[config.mk]
export PLATFORM = sky130hd
export DESIGN_NAME = divider5
export DESIGN_NICKNAME = d
export VERILOG_FILES = /design/src/rtl/divider_pkg.sv /design/src/rtl/fulladder.sv /design/src/rtl/subtract_w.sv /design/src/rtl/divider5.sv
export SDC_FILE = /design/constraint.sdc
export NUM_CORES = 1
export LEC_CHECK = 0
export ABC_AREA = 1
export CAP_MARGIN = 25
export CORE_AREA = 2 2 53 80
export CTS_BUF_LIST = sky130_fd_sc_hd__clkbuf_8
export DETAILED_ROUTE_END_ITERATION = 10
export DIE_AREA = 0 0 55 82
export PLACE_DENSITY = 0.57
export SLEW_MARGIN = 20
export SYNTH_ARGS = -nofsm -noshare
export SYNTH_HDL_FRONTEND = slang
export SYNTH_SLANG_ARGS = --single-unit
[constraint.sdc]
create_clock -name clk -period 6.5 [get_ports clk]
set_input_delay 0.65 -clock clk [delete_from_list [all_inputs] [get_ports clk]]
set_output_delay 0.65 -clock clk [all_outputs]
set_load 0.02 [all_outputs]
[src/rtl/divider_pkg.sv]
// divider_pkg
//   Shared definitions for the sequential restoring divider: the FSM
//   state type, the default operand width and the iteration counter width.
package divider_pkg;

  localparam int DEFAULT_W = 5;
  localparam int CNT_W     = $clog2(DEFAULT_W);

  typedef enum logic [1:0] {
    IDLE = 2'd0,
    RUN  = 2'd1,
    FIN  = 2'd2
  } state_t;

endpackage : divider_pkg

[src/rtl/fulladder.sv]
// fulladder
//   One-bit full adder cell used to build the ripple subtractor.
//   Ports: a, b, cin (inputs); sum, cout (outputs).
module fulladder (
  input  logic a,
  input  logic b,
  input  logic cin,
  output logic sum,
  output logic cout
);

  assign sum  = a ^ b ^ cin;
  assign cout = (a & b) | (cin & (a ^ b));

endmodule : fulladder

[src/rtl/subtract_w.sv]
// subtract_w
//   Combinational N-bit ripple subtractor: diff = a - b, built as a + ~b + 1
//   from a chain of full adders.
//   Ports: a, b (N-bit operands); diff (N-bit result);
//          borrow (1 when b > a, i.e. the inverted final carry).
module subtract_w
  import divider_pkg::*;
#(
  parameter int N = DEFAULT_W + 1
) (
  input  logic [N-1:0] a,
  input  logic [N-1:0] b,
  output logic [N-1:0] diff,
  output logic         borrow
);

  logic [N:0] carry;

  // Carry-in of 1 completes the two's complement of b.
  assign carry[0] = 1'b1;

  for (genvar i = 0; i < N; i++) begin : g_bit
    fulladder u_fa (
      .a   (a[i]),
      .b   (~b[i]),
      .cin (carry[i]),
      .sum (diff[i]),
      .cout(carry[i+1])
    );
  end

  // A carry out of the top bit means a >= b; its absence is a borrow.
  assign borrow = ~carry[N];

endmodule : subtract_w

[src/rtl/divider5.sv]
// divider5
//   Sequential unsigned restoring divider, one quotient bit per clock.
//   Ports:
//     clk    - rising-edge clock
//     reset  - synchronous, active-high reset
//     start  - request, sampled only when busy = 0
//     A, B   - dividend and divisor, sampled with an accepted start
//     busy   - high while the division iterates
//     done   - one-cycle pulse when Q/R/Dz are valid
//     Q, R   - quotient and remainder
//     Dz     - divide-by-zero flag for the current result
module divider5
  import divider_pkg::*;
#(
  parameter int W = DEFAULT_W
) (
  input  logic         clk,
  input  logic         reset,
  input  logic         start,
  input  logic [W-1:0] A,
  input  logic [W-1:0] B,
  output logic         busy,
  output logic         done,
  output logic [W-1:0] Q,
  output logic [W-1:0] R,
  output logic         Dz
);

  // Counter must hold W-1; the package value covers the default width.
  localparam int CW = (W == DEFAULT_W) ? CNT_W : $clog2(W);

  state_t        state;
  logic [CW-1:0] cnt;
  logic [W-1:0]  d;

  logic [W:0]    rs;
  logic [W:0]    t;
  logic          borrow;
  logic          t_msb_unused;

  // Partial remainder shifted left with the next dividend bit (held in the
  // quotient register's msb) brought in; the old R msb stays on top so the
  // trial subtraction never overflows.
  assign rs = {R, Q[W-1]};

  subtract_w #(.N(W + 1)) u_sub (
    .a     (rs),
    .b     ({1'b0, d}),
    .diff  (t),
    .borrow(borrow)
  );

  // When there is no borrow the result is below D, so its msb is always 0.
  assign t_msb_unused = t[W];

  // NOTE: all state lives in this one clocked block and uses non-blocking
  // assignments, so every register sees the pre-edge value of every other.
  always_ff @(posedge clk) begin
    if (reset) begin
      state <= IDLE;
      cnt   <= '0;
      d     <= '0;
      Q     <= '0;
      R     <= '0;
      Dz    <= 1'b0;
      busy  <= 1'b0;
      done  <= 1'b0;
    end else begin
      done <= 1'b0;
      case (state)
        IDLE, FIN: begin
          busy <= 1'b0;
          if (start) begin
            if (B != '0) begin
              d     <= B;
              Q     <= A;
              R     <= '0;
              Dz    <= 1'b0;
              cnt   <= CW'(W - 1);
              busy  <= 1'b1;
              state <= RUN;
            end else begin
              Q     <= '1;
              R     <= A;
              Dz    <= 1'b1;
              done  <= 1'b1;
              state <= FIN;
            end
          end else begin
            state <= IDLE;
          end
        end

        RUN: begin
          if (borrow) begin
            R <= rs[W-1:0];
            Q <= {Q[W-2:0], 1'b0};
          end else begin
            R <= t[W-1:0];
            Q <= {Q[W-2:0], 1'b1};
          end
          if (cnt == '0) begin
            busy  <= 1'b0;
            done  <= 1'b1;
            state <= FIN;
          end else begin
            cnt <= cnt - 1'b1;
          end
        end

        default: begin
          busy  <= 1'b0;
          state <= IDLE;
        end
      endcase
    end
  end

endmodule : divider5

==> flow_metrics.py <==
metrics = {
    "layout": {
        "drive_gt1_frac": 0.0485,
        "mostFrequentLayoutCell": "nor2_1",
        "fin_cells": 251,
        "area_delta_synth_final_pct": 21.4,
        "fin_nets": 227,
        "num_antenna_cells": 0,
        "layout_common_cells": "nor2_1, nand2_1, clkdlybuf4s50_1",
        "stdcell_area_um2": 1560,
        "fill_cells": 451,
    },
    "global_routing": {
        "overflow": 0,
        "grt_pass1_vias": 1165,
        "grt_pass1_wl_um": 5020,
        "antenna_found_initial": 0,
        "grt_use_total": 0.154,
        "grt_max_degree": 21,
    },
    "synth": {
        "ys_seq_elements": 23,
        "avgSynthCellArea_um2": 6.82,
        "syn_inst": 188,
        "ys.warnings.count": 0,
        "synth_area_leader_cell": "dfxtp_1",
        "synth_top_area_frac": 0.359,
        "synth_cell_type_count": 22,
        "syn_area_um2": 1280,
        "synthTopCellsByArea": "dfxtp_1, nor2_1, nand2_1, nand3_1, fa_1",
        "ys_seq_area_frac": 0.359,
        "syn_nets": 208,
    },
    "clocking": {
        "htree_num_levels": 1,
        "clkLatencyLatePin_ps": 260,
        "postCtsSetupBuffers": 0,
        "hold_buffers": 0,
        "cts_sinks": 23,
        "cts_buffers": 3,
        "ctsRootBufferMaster": "clkbuf_8",
        "path_clk_slew_ps": 80,
        "clk_path_buf_depth": 2,
        "cts_tree": "done",
        "cts_resized": 0,
    },
    "sta": {
        "finalMaxSlewViolations": 0,
        "hold_slack_ps": 472,
        "hold_viol_final": 0,
        "fin_crit_ps": 2640,
        "fin_skew_ps": 6.11,
        "finalSetupTns_ps": 0,
        "tightest_slew_ps": 589,
        "setup_viol": 0,
        "fin_crit_sh": 0.407,
        "setup_ws_ps": 3860,
        "max_freq_ghz": 0.378,
        "relSlewSlack": 0.606,
        "grt_setup_unrepaired": "false",
    },
    "routing": {
        "drtIter0Drc": 20,
        "via_per_inst": 4.61,
        "drt_pass1_iterations": 4,
        "route.detailed.drc": 0,
        "vias": 1157,
        "wl_per_cell_um": 11.7,
        "antenna_left": 0,
        "drt_wl_total_um": 2930,
    },
    "floorplan": {
        "die_height_um": 82,
        "die_area_um2": 4510,
        "rows": 28,
        "die_w_um": 55,
        "start_util": 0.332,
        "ios": 26,
        "core_area_um2": 3850,
    },
    "power": {
        "vdd_drop_max_uv": 135,
        "p_per_area_nw_per_um2": 240,
        "power.leakage_nw": 0.696,
    },
    "worst_setup_path": {
        "critPathKind": "reg -> reg",
        "worstPathRequired_ps": 6660,
        "critical_path.most_common_cell": "inv_1",
        "crit_path_max_incr_delay_ps": 410,
        "cp_num_buf_inv": 5,
        "start_kind": "flop",
        "crit_family": "adder cells",
        "slowest_stage": "fa_1",
        "crit_fanout": 3,
        "end_kind": "flop",
        "worstPathArrival_ps": 2800,
        "path_cells": "inv_1, ha_1, inv_1, fa_1, inv_1, fa_1, fa_1, inv_1, fa_1, inv_1, nand2_1, nand3_1, nand2_1, nor2_1, nor2_1",
    },
    "placement": {
        "placed_area_um2": 1510,
        "dp_hpwl_um": 2220,
        "dp.cells": 247,
        "dp_slack_ps": 3850,
        "portBuffers": 25,
        "place.gp.congestion": 0.754,
    },
    "run": {
        "cap_viol_max_count": 0,
    },
    "min_path": {
        "hold_path.class": "reg -> reg",
    },
    "run_status": {
        "status": "completed",
    },
}
-- cells by family after synthesis --
logic type,Yosys count,share of synthesized area
and+or+nand+nor,102,0.333
buffers and inverters,34,0.128
AOI/OAI and AO/OA,22,0.0879
DFF,23,0.359
adders and majority gates,7,0.0918
-- cell usage after synthesis, drive strengths merged --
cell     n
inv     22
ha       3
clkinv   1
fa       4
buf     10
nor2    41
o211ai   1
nand2   40
nand3   19
or2      1
a21oi    7
o21ai   14
clkbuf   1
nand4    1
dfxtp   23
-- worst min-delay path, delay by kind of cell, from the launching register on --
family / cells / cell delay (ps)
flops: 1 / 320
simple gates: 2 / 110
-- sequential cells by signal (all words and copies together) (netlist names) --
signal / flops
cnt: 3
d: 5
state: 2
Dz: 1
busy: 1
Q: 5
done: 1
R: 5
-- final timing paths --
check	startpoint	endpoint	slack (ps)	depth (start not counted)
hold reg to reg	d[1]	d[1]	470	2
hold / removal	d[1]	d[1]	470	2
setup reg to reg	Q[4]	R[4]	3860	15
setup / recovery	Q[4]	R[4]	3860	15
-- cell type report --
type / count / area [µm²] / share of cell area
clock buffer: 3 / 41.3 / 0.0265
clock inverter: 1 / 3.75 / 0.00241
inverter: 23 / 86.3 / 0.0555
multi-input combinational: 131 / 657 / 0.422
sequential: 23 / 460 / 0.296
tap: 45 / 56.3 / 0.0362
timing repair buffer: 25 / 250 / 0.161
-- power by group --
part | leakage, nW | internal (mW) | switching (mW)
logic | 0.479 | 0.0497 | 0.0712
clock network | 0.0269 | 0.0422 | 0.0458
registers | 0.190 | 0.155 | 0.00979
total | 0.696 | 0.247 | 0.127
-- metal layers --
layer / GRT usage / share of wire / vias up
met5: 0 / 0 / -
met4: 0.0634 / 0.012 / 0
met1: 0.188 / 0.45 / 515
met2: 0.261 / 0.51 / 23
met3: 0.0236 / 0.035 / 2
li1: - / - / 617
-- through the flow --
stage	utilization	total power, mW
after floorplan	-	0.255
after global placement	0.392	0.290
after detailed placement	0.392	0.290
after CTS	0.404	0.379
after global routing	0.404	0.401
final	0.404	0.374
(Power assumes the default switching activity.)
